`config.mk`:
```
export PLATFORM = sky130hd
export DESIGN_NAME = logic_reduce_unit
export DESIGN_NICKNAME = d
export VERILOG_FILES = /design/src/rtl/logic_reduce_unit.sv
export SDC_FILE = /design/constraint.sdc
export NUM_CORES = 1
export LEC_CHECK = 0
export CORE_MARGIN = 2
export CORE_UTILIZATION = 64
export CTS_BUF_LIST = sky130_fd_sc_hd__clkbuf_16
export CTS_CLUSTER_SIZE = 20
export DETAILED_ROUTE_END_ITERATION = 12
export DONT_BUFFER_PORTS = 1
export PLACE_DENSITY = 0.8
export SYNTH_ARGS = -nofsm -noshare
export SYNTH_HDL_FRONTEND = slang
export SYNTH_SLANG_ARGS = --single-unit
export TNS_END_PERCENT = 50
```
`constraint.sdc`:
```
create_clock -name clk -period 4.35 [get_ports clk]
set_clock_uncertainty 0.15 [all_clocks]
set_input_delay 0.6525 -clock clk [delete_from_list [all_inputs] [get_ports clk]]
set_output_delay 0.6525 -clock clk [all_outputs]
set_load 0.03 [all_outputs]
```
`src/rtl/logic_reduce_unit.sv`:
```
// Streaming bitwise reducer: folds WIDTH-bit beats with AND/OR/XOR/NAND into one
// registered result per packet, with valid/ready handshakes on both sides.
module logic_reduce_unit #(
    parameter int WIDTH     = 32,
    parameter int MAX_BEATS = 16,
    localparam int CW       = $clog2(MAX_BEATS + 1)
) (
    input  logic             clk,
    input  logic             rst_n,
    input  logic             in_valid,
    output logic             in_ready,
    input  logic [WIDTH-1:0] in_data,
    input  logic             in_last,
    input  logic [1:0]       op,
    output logic             out_valid,
    input  logic             out_ready,
    output logic [WIDTH-1:0] out_data,
    output logic [CW-1:0]    out_count,
    output logic             out_zero,
    output logic             out_ovf
);

    // Handshake: a transfer happens on a rising clk edge where valid & ready are both 1;
    // the sender holds data stable while valid is high and ready is low.
    typedef enum logic [1:0] {S_IDLE, S_ACC, S_OUT, S_DRAIN} state_e;

    localparam logic [1:0] OP_NAND = 2'b11;

    state_e             state_q, state_d;
    logic [WIDTH-1:0]   acc_q, acc_d;
    logic [CW-1:0]      cnt_q, cnt_d;
    logic [1:0]         op_q, op_d;
    logic               ovf_q, ovf_d;
    logic               drain_q, drain_d;
    logic               out_valid_q, out_valid_d;
    logic [WIDTH-1:0]   out_data_q, out_data_d;
    logic [CW-1:0]      out_count_q, out_count_d;
    logic               out_zero_q, out_zero_d;
    logic               out_ovf_q, out_ovf_d;

    logic               in_fire;
    logic               out_fire;
    logic [CW-1:0]      cnt_inc;
    logic               at_max;
    logic [WIDTH-1:0]   fold_v;
    logic               load_res;
    logic [WIDTH-1:0]   res_src;
    logic [1:0]         res_op;
    logic [CW-1:0]      res_cnt;
    logic               res_ovf;
    logic [WIDTH-1:0]   res_val;

    // NAND accumulates as AND; the inversion is applied only when the result is emitted.
    function automatic logic [WIDTH-1:0] fold(input logic [WIDTH-1:0] a,
                                              input logic [WIDTH-1:0] b,
                                              input logic [1:0]       o);
        case (o)
            2'b01:   fold = a | b;
            2'b10:   fold = a ^ b;
            default: fold = a & b;
        endcase
    endfunction

    assign in_fire  = in_valid & in_ready;
    assign out_fire = out_valid_q & out_ready;
    assign cnt_inc  = cnt_q + CW'(1);
    assign at_max   = (cnt_inc == CW'(MAX_BEATS));
    assign fold_v   = fold(acc_q, in_data, op_q);

    always_ff @(posedge clk or negedge rst_n) begin
        if (!rst_n) begin
            state_q     <= S_IDLE;
            acc_q       <= '0;
            cnt_q       <= '0;
            op_q        <= 2'b00;
            ovf_q       <= 1'b0;
            drain_q     <= 1'b0;
            out_valid_q <= 1'b0;
            out_data_q  <= '0;
            out_count_q <= '0;
            out_zero_q  <= 1'b0;
            out_ovf_q   <= 1'b0;
        end else begin
            state_q     <= state_d;
            acc_q       <= acc_d;
            cnt_q       <= cnt_d;
            op_q        <= op_d;
            ovf_q       <= ovf_d;
            drain_q     <= drain_d;
            out_valid_q <= out_valid_d;
            out_data_q  <= out_data_d;
            out_count_q <= out_count_d;
            out_zero_q  <= out_zero_d;
            out_ovf_q   <= out_ovf_d;
        end
    end

    always_comb begin
        state_d = state_q;
        case (state_q)
            S_IDLE:  if (in_fire) state_d = in_last ? S_OUT : S_ACC;
            S_ACC:   if (in_fire && (in_last || at_max)) state_d = S_OUT;
            S_OUT:   if (out_fire) state_d = drain_q ? S_DRAIN : S_IDLE;
            S_DRAIN: if (in_fire && in_last) state_d = S_IDLE;
            default: state_d = S_IDLE;
        endcase
    end

    always_comb begin
        acc_d       = acc_q;
        cnt_d       = cnt_q;
        op_d        = op_q;
        ovf_d       = ovf_q;
        drain_d     = drain_q;
        out_valid_d = out_valid_q;
        out_data_d  = out_data_q;
        out_count_d = out_count_q;
        out_zero_d  = out_zero_q;
        out_ovf_d   = out_ovf_q;
        load_res    = 1'b0;
        res_src     = fold_v;
        res_op      = op_q;
        res_cnt     = cnt_inc;
        res_ovf     = 1'b0;
        res_val     = '0;
        case (state_q)
            S_IDLE: begin
                if (in_fire) begin
                    acc_d    = in_data;
                    cnt_d    = CW'(1);
                    op_d     = op;
                    ovf_d    = 1'b0;
                    load_res = in_last;
                    res_src  = in_data;
                    res_op   = op;
                    res_cnt  = CW'(1);
                end
            end
            S_ACC: begin
                if (in_fire) begin
                    acc_d = fold_v;
                    cnt_d = cnt_inc;
                    if (in_last) begin
                        ovf_d    = 1'b0;
                        load_res = 1'b1;
                    end else if (at_max) begin
                        ovf_d    = 1'b1;
                        drain_d  = 1'b1;
                        load_res = 1'b1;
                        res_ovf  = 1'b1;
                    end
                end
            end
            S_OUT: begin
                if (out_fire) out_valid_d = 1'b0;
            end
            S_DRAIN: begin
                if (in_fire && in_last) drain_d = 1'b0;
            end
            default: ;
        endcase
        if (load_res) begin
            res_val     = (res_op == OP_NAND) ? ~res_src : res_src;
            out_valid_d = 1'b1;
            out_data_d  = res_val;
            out_count_d = res_cnt;
            out_zero_d  = (res_val == '0);
            out_ovf_d   = res_ovf;
        end
    end

    // in_ready is forced low while reset is held so no beat is taken during reset.
    always_comb begin
        in_ready  = rst_n && (state_q != S_OUT);
        out_valid = out_valid_q;
        out_data  = out_data_q;
        out_count = out_count_q;
        out_zero  = out_zero_q;
        out_ovf   = out_ovf_q;
    end

endmodule

```
After elaboration in Yosys (flattened, before gate mapping). Index checks and enable logic that the tools add are counted.

Register bits: 82. Input port bits: 39.

Bitwise logic cells: 6. Reduce and logical (&&, ||, !) cells: 14. Add/sub/neg operators: 1. Mux-type cells: 37. Equal/unequal tests: 15.

Operator list (count): 32-bit two-way mux (5); 32-bit case mux with 2 select lines (2); 32-bit bitwise AND (1); 32-bit zero test (1); 32-bit inverter (1); 32-bit OR (1); 32-bit XOR (1); 5-bit two-way mux (4); 2-bit two-way mux (8); 2-bit != test, second input constant (8); 1-bit two-way mux (14); 5-bit case mux with 2 select lines (1); 2-bit == test, second input constant (4); 2-bit case mux with 4 select lines (1); 2-bit nonzero test (4); 5-bit by 1-bit adder with 5-bit output, second input constant (1); 5-bit == test, second input constant (1); 5-bit AND reduction (1); 2-bit by 1-bit == test with 1-bit output, second input constant (2); 1-bit case mux with 2 select lines (2); 4-bit AND reduction (1); 1-bit logical AND (3); 3-bit AND reduction (1); 1-bit bitwise AND (2); 3 further kinds (3).

Depth between registers and ports, before layout.
Word-level depth: 8. Gate-level depth with buffers: 11.

Worst setup path after synthesis. No wires, ideal clock.

Path type: register to register. Start: register op_q[1]. End: register out_zero_q, in the netlist out_zero. Arrival: 2.457 ns. Stages on the path, launching flop included: 11. Library setup time: 0.092 ns. Data required time: 4.108 ns. Setup slack: 1.651 ns. Clock period less this slack: 2.699 ns. Path through: dfrtp_1 > inv_1 > ha_1 > buf_4 > clkbuf_1 > a22oi_1 > o21ai_0 > mux2i_1 > a31oi_1 > or4b_1 > o31ai_2.

Word-level cells in the longest chain between the ends: 7. Elaborated cells on any way between the ends: 11. Classes of those cells: eq/ne (3); mux (6); bitwise (1); reduce/logical (1).

Ends and longest elaborated chain: from (decl) (RTL line 32) `logic [1:0] op_q, op_d;`; from (signal assigned) (RTL line 87) `op_q <= op_d;`; 2-bit == test or 2-bit by 1-bit == test with 1-bit output (tied branches) (RTL line 57) `case (o)`; 32-bit case mux with 2 select lines (RTL line 57); 32-bit two-way mux (RTL line 128) `if (in_fire) begin`; 32-bit two-way mux (RTL line 126) `case (state_q)`; 32-bit inverter (RTL line 163) `res_val = (res_op == OP_NAND) ? ~res_src : res_src;`; 32-bit two-way mux * (RTL line 163); 32-bit zero test * (RTL line 167) `out_zero_d = (res_val == '0);`; to (signal assigned) (RTL line 93) `out_zero_q <= out_zero_d;`; to (decl) (RTL line 38) `logic out_zero_q, out_zero_d;`.

Mark *: on every way between the ends. The rest lies on a longest branch, timed or not. A chain may end at the register's enable or synchronous reset.

Worst setup path after layout.
Start: register op_q[0]. End: register out_zero_q, in the netlist out_zero.

The elaborated chain is that of the path after synthesis.

==> impl_metrics.env <==
export IMPL_outcome="complete, no violations"
export IMPL_period_needed_ns=3.27
export IMPL_numClockSinks=82
export IMPL_synth_simple_gate_area_share_pct=17.7
export IMPL_drtAntennaViolNets=0
export IMPL_layout_cells_non_filler=894
export IMPL_synth_top_family_by_area="simple AND/OR/NAND/NOR gates"
export IMPL_pwr_share_seq_pct=28.0
export IMPL_grt_max_degree=83
export IMPL_clk_pin_slew_ns=0.07
export IMPL_grt_pass1_vias=5344
export IMPL_cts_root_buf="clkbuf_16"
export IMPL_synth_top_area_share_pct=31.8
export IMPL_drc=0
export IMPL_synth_common_cells="130 x nand2_1, 82 x dfrtp_1, 79 x o21ai_0, 76 x inv_1, 67 x ha_1"
export IMPL_swShare_pct=50.1
export IMPL_nNetsFinal=862
export IMPL_netlist_top_cells_area="dfrtp_1 32%, ha_1 13%, xnor2_1 8.4%, nand2_1 7.6%, o21ai_0 6.1%"
export IMPL_worst_pin_slew_ns=0.964
export IMPL_power_frac_comb_pct=58.1
export IMPL_hold_viol=0
export IMPL_internal_power_w=0.00295
export IMPL_first_pass_iters=7
export IMPL_grtUsageMet1_pct=38.4
export IMPL_synthAdderAreaFrac_pct=13.0
export IMPL_cts_tree="done"
export IMPL_postRouteWirelength_um=15700
export IMPL_die_area_mm2=0.0109
export IMPL_ys_ff_latch=82
export IMPL_critPathMostFrequentCell="inv_1"
export IMPL_crit_slowest_cell="or4_1"
export IMPL_dp_slack_ns=1.14
export IMPL_hp_class="in2async"
export IMPL_clk_latency_ns=0.34
export IMPL_setup_ws_ns=1.08
export IMPL_overflow=0
export IMPL_io_pins=80
export IMPL_top_usage_layer="met2"
export IMPL_die_w_um=104
export IMPL_slew_headroom_pct=35.6
export IMPL_synth_xor_area_share_pct=8.69
export IMPL_yosysTopAreaCell="dfrtp_1"
export IMPL_crit_buf_inv=3
export IMPL_track_usage_pct=29.6
export IMPL_port_buffers=0
export IMPL_grt_pass1_wl_um=26100
export IMPL_cp_data_arrival_time_ns=3.38
export IMPL_synth_compound_area_share_pct=14.0
export IMPL_synth_fp_nets=882
export IMPL_p_switching_w=0.00297
export IMPL_synthFlopType="dfrtp_1"
export IMPL_setup_tns_ns=0
export IMPL_cts_inserted_buffers=9
export IMPL_syn_avg_cell_area_um2=8.31
export IMPL_finalSetupViolations=0
export IMPL_crit_family="buffers and inverters"
export IMPL_num_rows=36
export IMPL_max_stage_delay_ns=0.55
export IMPL_cellLeakagePower_nw=3.24
export IMPL_wire_per_inst_um=17.5
export IMPL_synth_cell_area_mm2=0.00645
export IMPL_vias_per_cell=5.92
export IMPL_grt_use_met3_pct=8.77
export IMPL_cts_buffer_depth=2
export IMPL_synthToLayoutAreaGrowth_pct=6.75
export IMPL_finalMaxSlewViolations=0
export IMPL_fmax_ghz=0.305
export IMPL_ys_types=42
export IMPL_path_class="reg2reg"
export IMPL_via_count=5294
export IMPL_async_reset_ff_share_pct=100
export IMPL_crit_required_ns=4.45
export IMPL_synth_seq_area_share_pct=31.8
export IMPL_synth_edf_count=0
export IMPL_placeableCoreArea_mm2=0.00977
export IMPL_peakVddDrop_mv=0.350
export IMPL_rsz0062_at_grt="false"
export IMPL_fin_crit_sh_pct=75.3
export IMPL_place_congestion=0.922
export IMPL_synth_mux_area_share_pct=7.45
export IMPL_worstPathCellList="inv_1, ha_1, inv_1, buf_4, a31oi_1, or4_1, o22ai_1, nand4_1, o21a_1, o31ai_2"
export IMPL_yosysMostFrequentCell="nand2_1"
export IMPL_insertedDiodeCount=0
export IMPL_crit_fanout=16
export IMPL_timing_max_cap_violations=0
export IMPL_drt_initial_drc_count=415
export IMPL_dp_hpwl_um=11000
export IMPL_htreeDepth=3
export IMPL_yosys_warnings=0
export IMPL_layout_drive_gt1_share_pct=5.39
export IMPL_start_kind="flip-flop"
export IMPL_cellPowerDensity_mw_per_mm2=860
export IMPL_synth_cells=776
export IMPL_crit_path_end_kind="flip-flop"
export IMPL_clkPwrFrac_pct=13.9
export IMPL_antenna_found_initial=0
export IMPL_die_height_um=104
export IMPL_initial_core_util_pct=66.0
export IMPL_met2_usage_pct=47.2
export IMPL_dpl_cell_count=877
-- final timing paths --
kind                                  startpoint  slack (ns)                     end  cells after the start
max reg2reg                    op_q[0]$_DFF_PN0_        1.08    out_zero$_DFFE_PN0P_                     10
min in group clk                         in_last        0.25     out_ovf$_DFFE_PN0P_                      1
min reg2reg                acc_q[19]$_DFFE_PN0P_        0.36   acc_q[19]$_DFFE_PN0P_                      2
max in group asynchronous                  rst_n        3.63  state_q[0]$_DFFE_PN0P_                      1
max                            op_q[0]$_DFF_PN0_        1.08    out_zero$_DFFE_PN0P_                     10
min                                        rst_n        0.07   acc_q[28]$_DFFE_PN0P_                      1
-- worst reg2reg max path: stages (launching register included) --
cell     delay (ns)
dfrtp_1        0.37
inv_1          0.09
ha_1           0.32
inv_1          0.42
buf_4          0.35
a31oi_1        0.21
or4_1          0.55
o22ai_1        0.18
nand4_1        0.13
o21a_1         0.21
o31ai_2        0.22
-- power groups by stage --
| stage | Sequential [W] | Clock [W] | Combinational [W] |
|---|---|---|---|
| after CTS | 0.00166 | 0.000833 | 0.00339 |
| after global routing | 0.00170 | 0.000867 | 0.00381 |
| after global placement | 0.00165 | 0 | 0.00318 |
| final | 0.00166 | 0.000823 | 0.00344 |
| after detailed placement | 0.00167 | 0 | 0.00335 |
| after floorplan | 0.00160 | 0 | 0.00257 |
-- cell families (layout without fill, tap and decap cells) --
| logic type | Yosys count | count (layout) |
|---|---|---|
| AOI/OAI and AO/OA | 157 | 157 |
| xor gates and xnor gates | 64 | 64 |
| adders and majority gates | 67 | 67 |
| buffers and inverters | 120 | 105 |
| DFF | 82 | 82 |
| muxes | 47 | 47 |
| and+or+nand+nor | 239 | 239 |
-- sequential cells by signal, summed over array words and instances (netlist names) --
name       flops
cnt_q          5
state_q        2
out_data      32
drain_q        1
out_ovf        1
out_zero       1
acc_q         32
out_valid      1
op_q           2
out_count      5
-- cell usage in the layout (no fill, tap or decap), types with 18 or more instances in the layout --
cell and count:
nor2b_1 28, dfrtp_1 81, a31oi_1 29, nand2_1 130
nand2b_1 27, ha_1 67, o21ai_0 79, mux2i_1 39
a21oi_1 18, xnor2_1 62, inv_1 76
-- routing by layer --
metal	wire length [µm]	up-vias
li1	-	2546
met3	1360	22
met5	0	-
met1	6820	2532
met4	242	0
met2	7230	194
-- cell type report --
class	count	area, µm²
fill	748	2890
sequential	82	2050
clock buffer	9	225
timing repair buffer	13	118
clock inverter	7	92.6
inverter	76	285
multi-input combinational	574	3940
tap	133	166
-- per-stage QoR --
stage / util (%) / power (W) / hold slack [ns] / instance area [µm²]
floorplan: - / 0.00417 / 0.207 / 6450
global placement: 66.9 / 0.00484 / 0.210 / 6540
detailed placement: 66.9 / 0.00502 / 0.209 / 6540
CTS: 70.4 / 0.00588 / 0.0852 / 6880
global route: 70.4 / 0.00638 / 0.0996 / 6880
finish: 70.4 / 0.00592 / 0.0718 / 6880
-- repair_timing --
item                      in CTS  in global routing
buffers inserted               0                  0
gates resized for setup        0                  0
hold buffers                   1                  0
hold endpoints to repair      82                  0
Note: power is estimated with default switching activity, not from simulation.
==> RTL change, RTL diff (same flow settings) <==
Register the output `out_count`, cleared by the reset; this adds one clock of latency there. The other outputs are not delayed to match.
--- a/src/rtl/logic_reduce_unit.sv
+++ b/src/rtl/logic_reduce_unit.sv
@@ -25,6 +25,8 @@
     typedef enum logic [1:0] {S_IDLE, S_ACC, S_OUT, S_DRAIN} state_e;
 
     localparam logic [1:0] OP_NAND = 2'b11;
+
+    logic [CW-1:0] out_count_c;
 
     state_e             state_q, state_d;
     logic [WIDTH-1:0]   acc_q, acc_d;
@@ -174,10 +176,18 @@
         in_ready  = rst_n && (state_q != S_OUT);
         out_valid = out_valid_q;
         out_data  = out_data_q;
-        out_count = out_count_q;
+        out_count_c = out_count_q;
         out_zero  = out_zero_q;
         out_ovf   = out_ovf_q;
     end
 
+    always_ff @(posedge clk or negedge rst_n) begin
+        if (!rst_n) begin
+            out_count <= '0;
+        end else begin
+            out_count <= out_count_c;
+        end
+    end
+
 endmodule
 
Formal check against the unedited RTL: not equivalent (Yosys sat finds a counterexample within 4 cycles, from zero or initial values and one cycle with rst_n low).
==> RTL change against the unedited design <==
  * Cell area rose by 1.7%
  * Clock power rose by 5.0%
  * Largest power group unchanged
  * Maximum frequency rose by 0.66%
  * Worst setup slack improved by 21 ps
  * Critical path depth did not move
  * Total power fell by 4.2%
  * Final cell count rose by 2.8%
  * Wire length rose by 4.1%
  * Area after synthesis rose by 2.6%
  * Sequential power rose by 6%
  * Sequential cell count rose by 5
  * Count of clock-buffer cells in the layout did not move
  * Utilization fell by 1.7 points
==> RTL change: results (changes against the unedited design) <==
| Metric | Value |
|---|---|
| Result of the run | `completed` |
| Peak supply drop | `0.0003080 V (-12%)` |
| Largest buffer count on any clock path | `2 (unchanged)` |
| Portion of the post-synthesis area used by sequential elements | `32.91% (+1.1 points)` |
| Average wire per standard cell | `17.74 microns (+1.3%)` |
| Violation count after the first detailed-route iteration | `432 (+4.1%)` |
| Routability congestion estimate | `0.8760 (-5.0%)` |
| Critical Path End | `out_zero` |
| Master cell of the clock root buffer | `clkbuf_16` |
| Quantity of gates resized following cts | `0 (unchanged)` |
| First-pass GRT wire length | `26750 microns (+2.7%)` |
| Count of yosys warnings during synthesis | `0 (unchanged)` |
| Multiplexer share of the synthesized area | `5.391% (-2.1 points)` |
| Share of power burned in registers | `31.1% (+3.1 points)` |
| Power dissipated in the clock network | `0.864 mW (+5.0%)` |
| Share of final-layout standard cells stronger than drive strength 1 | `4.981% (-0.41 points)` |
| Pin count of the biggest net entering global routing | `88 (+6.0%)` |
| Setup violators final | `0 (unchanged)` |
| Family with the most delay on the worst path | `simple AND/OR/NAND/NOR gates` |
| Xor and xnor fraction of the mapped netlist area | `8.474% (-0.22 points)` |
| Most instantiated flip-flop cell in the synthesis netlist | `dfrtp_1` |
| Highest-delay cell along the critical path | `ha_1` |
| Largest fanout of any net on the critical path | `30 (+14)` |
| Number of unique standard cell types used by synthesis | `41 (-2.4%)` |
| Worst hold-check path type | `in2async` |
| Nets in the synthesized netlist | `907 (+2.8%)` |
| Total half-perimeter wirelength after legalization and detailed placement | `11410 microns (+3.6%)` |
| Top cells by count, synth | `134 x nand2_1, 97 x o21ai_0, 87 x dfrtp_1` |
| Worst-case reg-to-reg path depth | `10 (unchanged)` |
| CP Class | `reg2reg` |
| Share of async-settable or async-resettable flops after synthesis | `100.0% (unchanged)` |
| Adder and majority gate portion of the synthesized area | `12.67% (-0.33 points)` |
| Number of global-route vias before repair | `5373 (+0.54%)` |
| Clock network latency to the later pin of the worst-skew pair | `about 350 ps` |
| Diodes inserted | `0 (unchanged)` |
| Worst slack on hold paths | `65.38 ps (-6.385 ps)` |
| Cell types occupying the most area after synthesis | `dfrtp_1 33%, ha_1 13%, xnor2_1 8.1%, nand2_1 7.6%, o21ai_0 7.3%` |
| Reg2Reg Setup Slack | `1100 ps (+20 ps)` |
| Cell leakage power | `3.261 nW (+0.68%)` |
| CTS Buf Count | `9 (unchanged)` |
| Antenna violations before repair | `0 (unchanged)` |
| Worst Path Arrival | `3370 ps (about the same)` |
| Relative slew margins | `26.82% (-8.7 points)` |
| Via count | `5475 (+3.4%)` |
| Clock transition at the register clock pins on the worst setup and hold paths after CTS | `70 ps (about the same)` |
| Fraction of the mapped netlist area in compound gates | `15.02% (+0.97 points)` |
| Number of port buffers | `0 (unchanged)` |
| Total global-route track usage | `30.14% (+0.59 points)` |
| Switching power | `2.807 mW (-5.4%)` |
| Worst stage delay on the critical path | `620 ps (+70 ps)` |
| Maximum level of the CTS H-tree | `3 (unchanged)` |
| Length of the first detailed-routing pass in iterations | `5 (-2)` |
| Worst reg2reg startpoint | `op_q[0]` |
| Fin nets | `884 (+2.6%)` |
==> RTL change: cell count changes after synthesis, sizes merged, moves of 7 or more <==
cell | unedited run | this run
clkbuf | 31 | 20
a31oi | 29 | 21
inv | 76 | 85
nand2b | 27 | 11
nor2b | 28 | 17
o21ai | 81 | 100
a21oi | 18 | 25
a22oi | 3 | 13
buf | 13 | 26
nor2 | 17 | 24
mux2i | 39 | 30
==> RTL change: layout make-up <==
cell class | count | area [sq um]
Tap cell | 136 | 170.2
Clock buffer | 9 | 225.2
Sequential cell | 87 | 2178
Fill cell | 805 | 3187
Multi-Input combinational cell | 582 | 3889
Timing Repair Buffer | 12 | 110.1
Inverter | 86 | 324.1
Clock inverter | 7 | 101.3
==> RTL change: repair_timing <==
item                      CTS  global route
hold buffers                1             0
hold endpoints to repair   87             0
buffers inserted            0             0
==> RTL change: cell families (layout without fill, tap and decap cells) <==
| kind of cell | Yosys count | in the layout |
|---|---|---|
| xor+xnor | 64 | 64 |
| fa+ha+maj | 67 | 67 |
| mux | 35 | 35 |
| flops | 87 | 87 |
| buf+inv | 132 | 114 |
| compound gates | 176 | 176 |
| simple gates | 240 | 240 |
==> RTL change: per-stage QoR <==
step | instances | setup slack (ps) | area (sq um) | util [%] | total power [mW]
5_1_grt | 919 | 956.8 | 6998 | 68.71 | 6.113
3_5_place_dp | 902 | 1153 | 6644 | 65.23 | 4.729
2_1_floorplan | 801 | 1814 | 6615 | - | 4.049
3_3_place_gp | 902 | 1306 | 6644 | 65.23 | 4.556
4_1_cts | 919 | 1152 | 6998 | 68.71 | 5.634
6_report | 919 | 1097 | 6998 | 68.71 | 5.668
==> RTL change: layer usage <==
metal,wire (microns),track usage [%]
met4,264,10.24
met5,0,0
met3,1598,7.483
met1,6787,39.41
met2,7650,48.94
